<file path="src/rtl/issue_scoreboard.sv">
// Issue-stage sequencer: gates decoded instructions on register hazards,
// outstanding LSU capacity and pending branches, and pulses issue_req_o
// the cycle after each accepted instruction.
module issue_scoreboard #(
   parameter int NUM_REGS    = 32,
   parameter int MAX_LSU_OUT = 2
) (
   input  logic                clk_i,
   input  logic                rst_i,
   input  logic                dec_valid_i,
   output logic                dec_ready_o,
   input  logic [4:0]          dec_rs1_i,
   input  logic                dec_rs1_used_i,
   input  logic [4:0]          dec_rs2_i,
   input  logic                dec_rs2_used_i,
   input  logic [4:0]          dec_rd_i,
   input  logic                dec_rd_we_i,
   input  logic                dec_is_lsu_i,
   input  logic                dec_is_branch_i,
   output logic                issue_req_o,
   input  logic                wb_valid_i,
   input  logic [4:0]          wb_addr_i,
   input  logic                lsu_done_i,
   input  logic                branch_resolved_i,
   input  logic                flush_i,
   output logic [NUM_REGS-1:0] busy_o,
   output logic [2:0]          lsu_out_o,
   output logic                err_o
);

   typedef enum logic {
      ST_RUN,
      ST_BR_WAIT
   } state_t;

   state_t              r_state;
   logic [NUM_REGS-1:0] r_busy;
   logic [2:0]          r_lsu_out;
   logic                r_issue;
   logic                r_err;

   logic                w_rs1_haz;
   logic                w_rs2_haz;
   logic                w_rd_haz;
   logic                w_lsu_full;
   logic                w_ready;
   logic                w_accept;
   logic [NUM_REGS-1:0] w_busy_set;
   logic [NUM_REGS-1:0] w_busy_clr;
   logic [NUM_REGS-1:0] w_busy_next;
   logic                w_wb_err;
   logic                w_lsu_inc;
   logic                w_lsu_dec;
   logic                w_lsu_err;
   logic [2:0]          w_lsu_next;

   // Hazard detection and ready, from registered state only (no writeback bypass)
   always_comb begin
      w_rs1_haz  = dec_rs1_used_i && r_busy[dec_rs1_i];
      w_rs2_haz  = dec_rs2_used_i && r_busy[dec_rs2_i];
      w_rd_haz   = dec_rd_we_i    && r_busy[dec_rd_i];
      w_lsu_full = dec_is_lsu_i   && (r_lsu_out == 3'(MAX_LSU_OUT));
      w_ready    = !rst_i && (r_state == ST_RUN) && !flush_i &&
                   !w_rs1_haz && !w_rs2_haz && !w_rd_haz && !w_lsu_full;
      w_accept   = dec_valid_i && w_ready;
   end

   // Scoreboard next value: writeback clears, accepted destination sets (set wins)
   always_comb begin
      w_busy_set = '0;
      w_busy_clr = '0;
      w_wb_err   = 1'b0;
      if (w_accept && dec_rd_we_i && (dec_rd_i != 5'd0)) begin
         w_busy_set[dec_rd_i] = 1'b1;
      end
      if (wb_valid_i && (wb_addr_i != 5'd0)) begin
         if (r_busy[wb_addr_i]) begin
            w_busy_clr[wb_addr_i] = 1'b1;
         end else begin
            w_wb_err = 1'b1;
         end
      end
      w_busy_next    = (r_busy & ~w_busy_clr) | w_busy_set;
      w_busy_next[0] = 1'b0;
   end

   // Outstanding LSU counter next value; simultaneous inc and dec cancel
   always_comb begin
      w_lsu_inc  = w_accept && dec_is_lsu_i;
      w_lsu_dec  = lsu_done_i && (r_lsu_out != 3'd0);
      w_lsu_err  = lsu_done_i && (r_lsu_out == 3'd0);
      w_lsu_next = r_lsu_out;
      case ({w_lsu_inc, w_lsu_dec})
         2'b10:   w_lsu_next = r_lsu_out + 3'd1;
         2'b01:   w_lsu_next = r_lsu_out - 3'd1;
         default: w_lsu_next = r_lsu_out;
      endcase
   end

   // Control FSM with registered issue pulse, scoreboard, counter and sticky error
   always_ff @(posedge clk_i or posedge rst_i) begin
      if (rst_i) begin
         r_state   <= ST_RUN;
         r_busy    <= '0;
         r_lsu_out <= '0;
         r_issue   <= 1'b0;
         r_err     <= 1'b0;
      end else begin
         r_busy    <= w_busy_next;
         r_lsu_out <= w_lsu_next;
         r_issue   <= w_accept;
         if (w_wb_err || w_lsu_err) begin
            r_err <= 1'b1;
         end
         case (r_state)
            ST_RUN: begin
               if (w_accept && dec_is_branch_i) begin
                  r_state <= ST_BR_WAIT;
               end
            end
            ST_BR_WAIT: begin
               if (branch_resolved_i || flush_i) begin
                  r_state <= ST_RUN;
               end
            end
            default: r_state <= ST_RUN;
         endcase
      end
   end

   assign dec_ready_o = w_ready;
   assign issue_req_o = r_issue;
   assign busy_o      = r_busy;
   assign lsu_out_o   = r_lsu_out;
   assign err_o       = r_err;

endmodule

</file>
<file path="config.mk">
export PLATFORM = sky130hd
export DESIGN_NAME = issue_scoreboard
export DESIGN_NICKNAME = d
export VERILOG_FILES = /design/src/rtl/issue_scoreboard.sv
export SDC_FILE = /design/constraint.sdc
export NUM_CORES = 1
export LEC_CHECK = 0
export CAP_MARGIN = 0
export CORE_UTILIZATION = 45
export CTS_CLUSTER_DIAMETER = 60
export DETAILED_ROUTE_END_ITERATION = 8
export GPL_TIMING_DRIVEN = 0
export PLACE_DENSITY = 0.73
export SYNTH_ARGS = -nofsm -noshare
export SYNTH_HDL_FRONTEND = slang
export SYNTH_SLANG_ARGS = --single-unit
</file>
<file path="constraint.sdc">
create_clock -name clk_i -period 4.6 [get_ports clk_i]
set_clock_uncertainty 0.2 [all_clocks]
set_input_delay 0.69 -clock clk_i [delete_from_list [all_inputs] [get_ports clk_i]]
set_output_delay 0.69 -clock clk_i [all_outputs]
set_load 0.02 [all_outputs]
</file>
After elaboration in Yosys (flattened, before gate mapping):

Cells that the tools add are included.
W data, S select, Z words.

* $add $sub $neg: 2
* magnitude comparators: 6
* eq/ne operators: 3
* muxes and demuxes: 21
* bitwise operators: 4
* reductions and logical operators: 33

Operators with widths (number)
* $mux W32: 3
* $and A32 B32 Y32: 1
* $not A32 Y32: 1
* $or A32 B32 Y32: 1
* $lt A5 B6 Y1 const B: 4
* $bmux W1 S5: 4
* $logic_and A1 B1 Y1: 20
* $demux W1 S5: 2
* $ge A5 B1 Y1 const B: 2
* $mux W1: 10
* $reduce_bool A5 Y1: 2
* $logic_not A1 Y1: 6
* $pmux W3 S2: 1
* $add A3 B1 Y3 const B: 1
* $eq A3 B2 Y1 const B: 1
* $logic_not A3 Y1: 1
* $reduce_bool A3 Y1: 1
* $sub A3 B1 Y3 const B: 1
* $eq A2 B1 Y1 const B: 1
* $eq A2 B2 Y1 const B: 1
* $logic_or A1 B1 Y1: 2
* $pmux W1 S2: 1
* $reduce_bool A2 Y1: 1
* $not A1 Y1: 1

* register bits: 37
* bits of input ports: 32
* output and inout bits: 38
* logic and storage cells: 74

Longest topological paths before layout:

Gate-level depths: netlist of run 1.

* word-level depth: 13
* mapped depth: 14

Worst setup path before layout of run 1:

OpenSTA, ideal clock, no wires.

* path type: input to register
* start: input dec_rs1_i[0]
* end: register r_lsu_out[2] (netlist: lsu_out_o[2])
* data arrival time: 3.228 ns
* setup slack: 1.039 ns
* stages: 13
* buffers on the path: 1
* cells stage by stage: buf_6 mux4_2 or4b_1 o211a_1 o31ai_2 nand3_4 or3b_1 ha_1 inv_1 fa_1 xor2_1 nor2_1 xor2_1

* cells in the longest elaborated chain, start to end: 12
* elaborated cells between the ends (all ways): 14
* classes of those cells: eq/ne: 2; mux: 3; reduce/logical: 9

Ends and longest elaborated chain
* start, declared: line 12 `input logic [4:0] dec_rs1_i,`
* $bmux W1 S5 *: line 59 `w_rs1_haz = dec_rs1_used_i && r_busy[dec_rs1_i];`
* $mux W1 (implied by the code) *: line 59
* $logic_and A1 B1 Y1 *: line 59
* $logic_not A1 Y1 *: line 64 `!w_rs1_haz && !w_rs2_haz && !w_rd_haz && !w_lsu_full;`
* $logic_and A1 B1 Y1 *: line 63 `w_ready = !rst_i && (r_state == ST_RUN) && !flush_i &&`
* $logic_and A1 B1 Y1 * (3 in a row): line 64
* $logic_and A1 B1 Y1 *: line 65 `w_accept = dec_valid_i && w_ready;`
* $logic_and A1 B1 Y1 *: line 89 `w_lsu_inc = w_accept && dec_is_lsu_i;`
* $eq A2 B1 Y1 or $eq A2 B2 Y1 (tied branches): line 93 `case ({w_lsu_inc, w_lsu_dec})`
* $pmux W3 S2 or $reduce_bool A2 Y1 (tied branches)
* end signal, assigned: line 110 `r_lsu_out <= w_lsu_next;`
* end, declared: line 38 `logic [2:0] r_lsu_out;`

Every way passes the cells marked *; elsewhere a longest branch is shown, timed or not. The select of a mux whose other input is x is not followed.
A chain may end at the register's enable or synchronous reset.

Worst setup path after layout of run 1:

* start: input dec_rs2_i[0]
* end: output dec_ready_o

* cells in the longest elaborated chain, start to end: 7

Ends and longest elaborated chain
* start, declared: line 14 `input logic [4:0] dec_rs2_i,`
* $bmux W1 S5: line 60 `w_rs2_haz = dec_rs2_used_i && r_busy[dec_rs2_i];`
* $mux W1 (implied by the code): line 60
* $logic_and A1 B1 Y1: line 60
* $logic_not A1 Y1: line 64
* $logic_and A1 B1 Y1 (3 in a row): line 64
* end, declared: line 11 `output logic dec_ready_o,`

Every way passes these cells. The select of a mux whose other input is x is not followed.

==> impl_metrics.yaml, run 1 <==
final_layout:
  antenna_cells: 0
  drive_gt1_frac: 0.1436
  final_cell_area_um2: 3784
  nets: 416
  final_common_cell: "clkdlybuf4s50_1"
  layout_common_cells: "clkdlybuf4s50_1, o21ai_0, dfrtp_1"
  syn2layout_area_growth_pct: 25.63
clock_network:
  cts.sinks: 37
  cts_buffer_depth: 2
  path_clk_slew_ns: 0.08
  cts_buffers: 5
  cts_resized: 0
  cts_tree: "yes"
  cts_max_level: 2
  clock_latency_ns: 0.30
  cts_setup_buffers: 0
  hold_buffers: 0
  root_buffer: "clkbuf_8"
detailed_routing:
  wl_per_cell_um: 21.65
  drtPass1Iterations: 7
  via_count: 3016
  drtAntennaViolNets: 0
  viasPerCell: 6.557
  drc_errors: 16
  wirelength_um: 9959
  drt_iter0_drc: 410
power_and_ir_drop:
  p_sw_uw: 374.5
  p_clk_frac: 0.273
  cellLeakagePower_nw: 1.411
  p_int_uw: 688.5
  p_seq_frac: 0.392
  pwr-share-comb: 0.335
  p_sw_frac: 0.3523
  irDropWorstVdd_v: 0.0001590
  power_density_nw_per_um2: 280.9
sta:
  drv_slew: 0
  fin_setup_tns_ns: 0
  setup_viol: 0
  rsz0062_at_grt: "no"
  tightest_slew_ns: 1.285
  fmaxAchievable_mhz: 236.3
  hold_viol: 0
  period_share: 0.9199
  hold_slack_ns: 0.2968
  finalWorstSetupSlack_ns: 0.3685
  maxSlewHeadroom: 0.1415
  period_needed_ns: 4.232
floorplan:
  core_um2: 6422
  io_pins: 70
  die_area_um2: 7023
  die_h_um: 83.81
  fp.dieW_um: 83.81
  start_util: 0.4689
  std_cell_rows: 29
yosys:
  synth_cells: 319
  ys_async_sr_fraction: 1.000
  avgSynthCellArea_um2: 9.441
  ys_seq_area_frac: 0.3074
  netlist_top_cells_area: "dfrtp_1, mux4_2, o21ai_0, nand3_1, mux2_2"
  syn_area_um2: 3012
  synthFlopType: "dfrtp_1"
  synth-edff-count: 0
  ys_types: 53
  synth_fp_nets: 353
  yosysTopAreaCell: "dfrtp_1"
  yosys_warnings: 0
  synth_top_area_share: 0.3074
  synth-seq-cells: 37
placement:
  dp_hpwl_um: 7380
  portBuffers: 56
  place.gp.congestion: 0.9981
  place_area_um2: 3669
  pre_cts_ws_ns: 0.4067
critical_path:
  worstPathRequired_ns: 3.71
  crit_type: "in -> out"
  start_kind: "input pin"
  arrival_ns: 3.34
  end_kind: "primary output"
  worstPathMaxFanout: 10
global_route:
  grt.total_usage: 0.2906
  antenna_found_initial: 0
  grt_max_degree: 38
  overflow: 0
  grt_pass1_wl_um: 15520
  first_global_vias: 2900
min_path:
  hold_class: "reg -> reg"
run_status:
  violations: "design-rule violations"
  status: "finished with violations"
run:
  maxCapViolCount: 0
==> registers in the layout, summed over array words and instances (netlist names) <==
register	cells
busy_o	31
lsu_out_o	3
err_o	1
issue_req_o	1
r_state	1
==> worst max-delay path, cell delays in order <==
cell,delay (ns)
clkbuf_1,0.28
mux4_2,0.54
nor2b_1,0.12
nor3_1,0.08
o311ai_4,0.51
buf_2,0.32
nor2b_1,0.17
clkdlybuf4s50_1,0.61
==> worst paths after layout <==
kind / startpoint / end / slack (ns) / depth (start not counted)
max in group asynchronous: rst_i / busy_o[8] / 3.02 / 2
setup reg to reg: busy_o[9] / lsu_out_o[2] / 1.04 / 12
hold reg to reg: err_o / err_o / 0.30 / 1
hold / removal: err_o / err_o / 0.30 / 1
setup / recovery: dec_rs2_i[0] / dec_ready_o / 0.37 / 8
min in group asynchronous: rst_i / busy_o[29] / 0.68 / 2
==> cells by family (layout without fill, tap and decap cells) <==
family,after synthesis,after routing,share of synthesized area
AO/OA/AOI/OAI,86,86,0.1695
XOR/XNOR,3,3,0.008726
multiplexers,44,44,0.2484
buffers and inverters,37,101,0.05401
AND/OR/NAND/NOR,109,109,0.1998
other,1,1,0.001245
adder cells (fa/ha/maj),2,2,0.01080
flip-flops,37,37,0.3074
==> layout make-up <==
cell class              count  area [µm²]
fillers                   552        2639
multi-input cells         245        1923
flip-flops and latches     37       925.9
repair buffers             56       560.5
plain buffers              26       121.4
well taps                  77       96.34
clock buffers               5       68.82
clock inverters             3       46.29
inverters                  11       41.29
==> routing by layer <==
| metal | vias to the layer above | GRT usage | wire (µm) | share of wire |
|---|---|---|---|---|
| li1 | 1340 | - | - | - |
| met1 | 1461 | 0.4000 | 3913 | 0.39 |
| met2 | 187 | 0.4560 | 4730 | 0.47 |
| met3 | 28 | 0.04550 | 1041 | 0.10 |
| met4 | 0 | 0.1254 | 275 | 0.028 |
| met5 | - | 0 | 0 | 0 |
==> through the flow <==
| step | instances | util | power [mW] |
|---|---|---|---|
| final | 460 | 0.5891 | 1.063 |
| after global routing | 460 | 0.5891 | 1.112 |
| after CTS | 460 | 0.5891 | 1.059 |
| after detailed placement | 452 | 0.5712 | 0.7731 |
| after global placement | 452 | 0.5712 | 0.7619 |
| after floorplan | 319 | - | 0.6205 |
==> cell usage after synthesis, drive strengths merged (3+ instances only) <==
master / n
a21oi: 4
a22oi: 3
a31oi: 3
buf: 10
clkbuf: 16
dfrtp: 37
inv: 11
mux2: 10
mux2i: 11
mux4: 23
nand2: 21
nand3: 35
nand3b: 3
nand4: 5
nand4b: 4
nor2: 11
nor2b: 8
nor3: 6
nor3b: 6
o21ai: 63
==> power by group through the flow <==
stage,Sequential [mW],Clock (mW),Combinational (mW)
4_1_cts,0.414,0.289,0.356
3_5_place_dp,0.419,0,0.354
2_1_floorplan,0.439,0,0.181
6_report,0.417,0.290,0.356
3_3_place_gp,0.418,0,0.344
5_1_grt,0.420,0.305,0.387
Note: power is estimated with default switching activity, not from simulation.
==> inputs of run 2 (changes only) <==
--- a/config.mk
+++ b/config.mk
@@ -7,10 +7,9 @@
 export LEC_CHECK = 0
 export CAP_MARGIN = 0
 export CORE_UTILIZATION = 45
-export CTS_CLUSTER_DIAMETER = 60
 export DETAILED_ROUTE_END_ITERATION = 8
 export GPL_TIMING_DRIVEN = 0
-export PLACE_DENSITY = 0.73
+export PLACE_DENSITY = 0.81
 export SYNTH_ARGS = -nofsm -noshare
 export SYNTH_HDL_FRONTEND = slang
 export SYNTH_SLANG_ARGS = --single-unit
==> constraint.sdc (replaced) <==
create_clock -name clk_i -period 4.13 [get_ports clk_i]
set_clock_uncertainty 0.2 [all_clocks]
set_input_delay 0.6195 -clock clk_i [delete_from_list [all_inputs] [get_ports clk_i]]
set_output_delay 0.6195 -clock clk_i [all_outputs]
set_load 0.02 [all_outputs]
==> run 2 against run 1 <==
  * The flow still finishes with violations (design-rule violations)
  * First-iteration DRC count rose by 14%
  * Largest power group unchanged
  * Non-clock buffer count rose by 1
  * Hold slack barely moved
  * Worst setup slack improved by 0.0062 ns
  * Critical endpoint is now lsu_out_o[2]
  * Sequential cell count did not move
  * Cell count rose by 0.22%
  * Sequential power rose by 11%
==> impl_metrics.yaml, run 2 (synthesized netlist as in run 1, its figures left out) <==
placement:
  place.gp.congestion: 0.9676
  portBuffers: 56
  dp_hpwl_um: 7352
  placed_cells: 452
  place_area_um2: 3669
critical_path:
  reg2reg_depth: 12
  crit_type: "in -> reg"
  arrival_ns: 3.74
  start_kind: "input pin"
  end_kind: "flip-flop"
  worstPathRequired_ns: 4.12
  worstPathMaxFanout: 8
min_path:
  hold_class: "reg -> reg"
  hold_depth: 1
global_route:
  antenna_found_initial: 0
  first_global_vias: 3020
  overflow: 0
  grt_util_met2: 0.4590
  grt_pass1_wl_um: 15740
  gr-usage-met3: 0.07319
  busiest_layer: "met2"
  grt.total_usage: 0.2943
  met1_usage: 0.3855
  grt_max_degree: 38
clock_network:
  hold_buffers: 0
  cts_tree: "yes"
  cts_buffers: 5
  cts.sinks: 37
  cts_max_level: 2
  clock_latency_ns: 0.30
  path_clk_slew_ns: 0.08
  cts_buffer_depth: 2
  root_buffer: "clkbuf_8"
floorplan:
  die_area_um2: 7023
  std_cell_rows: 29
  io_pins: 70
  fp.dieW_um: 83.81
  start_util: 0.4689
  die_h_um: 83.81
  core_um2: 6422
final_layout:
  final_cell_area_um2: 3835
  largest_reg_flops: 31
  final_common_cell: "clkdlybuf4s50_1"
  syn2layout_area_growth_pct: 27.34
  layout_common_cells: "clkdlybuf4s50_1, o21ai_0, dfrtp_1"
  nets: 417
  instances_no_fill: 461
  drive_gt1_frac: 0.1510
  antenna_cells: 0
power_and_ir_drop:
  cellLeakagePower_nw: 1.456
  finalPower_mw: 1.250
  power_density_nw_per_um2: 326.0
  irDropWorstVdd_v: 0.0002089
sta:
  setup_viol: 0
  fin_setup_tns_ns: 0
  drv_slew: 0
  rsz0062_at_grt: "no"
  fmaxAchievable_mhz: 266.3
  period_needed_ns: 3.755
  period_share: 0.9093
  hold_viol: 0
  maxSlewHeadroom: 0.1385
  tightest_slew_ns: 1.289
run:
  maxCapViolCount: 0
detailed_routing:
  drtPass1Iterations: 8
  viasPerCell: 6.740
  drc_errors: 18
  via_count: 3107
  drtAntennaViolNets: 0
  drt_iter0_drc: 468
  wirelength_um: 9846
  wl_per_cell_um: 21.36
run_status:
  status: "finished with violations"
  violations: "design-rule violations"
==> run 2: path summary, 6_finish.rpt <==
path	start	endpoint	slack, ns
setup / recovery	dec_rs1_i[1]	lsu_out_o[2]	0.37
hold / removal	err_o	err_o	0.30
setup reg to reg	busy_o[9]	lsu_out_o[2]	0.60
hold reg to reg	err_o	err_o	0.30
max in group asynchronous	rst_i	busy_o[11]	2.63
min in group asynchronous	rst_i	r_state	0.60
==> run 2: per-layer routing <==
layer	wire, µm	up-vias
met4	429	0
met2	4546	258
met1	3529	1462
met5	0	-
li1	-	1341
met3	1340	46
==> run 2: per-stage QoR <==
stage | hold slack [ns] | util | worst slack [ns]
2_1_floorplan | 0.2625 | - | 0.6396
3_3_place_gp | 0.2727 | 0.5712 | 0.09885
3_5_place_dp | 0.2906 | 0.5712 | 0.09288
4_1_cts | 0.3084 | 0.5926 | 0.05702
5_1_grt | 0.3351 | 0.5971 | 0.2004
6_report | 0.2973 | 0.5971 | 0.3746
==> run 2: cell type report <==
type,count,area [µm²]
plain buffers,26,122.6
clock buffers,5,68.82
clock inverters,3,68.82
fillers,530,2587
inverters,11,41.29
multi-input cells,245,1928
flip-flops and latches,37,925.9
well taps,77,96.34
repair buffers,57,583.1
==> run 2: repair_timing <==
| item | in CTS | in global routing |
|---|---|---|
| setup endpoints to repair | 0 | 1 |
| gates resized for setup | 0 | 4 |
| buffers inserted | 0 | 1 |
==> run 2: report_power, final <==
group          internal (mW)  total [mW]  leakage [nW]  switching [mW]
clock network          0.243       0.386        0.0687           0.143
logic                  0.190       0.403         0.889           0.213
registers              0.399       0.462         0.498          0.0624
==> run 2: critical path, stage by stage <==
cell and delay, ns:
clkdlybuf4s50_1 0.60, mux4_2 0.34, or4b_1 0.49, o211a_1 0.14, o31ai_2 0.11, nand3_4 0.17, or3b_1 0.41, ha_1 0.22
inv_1 0.08, fa_1 0.17, xor2_1 0.18, nor2_1 0.07, xor2_1 0.13
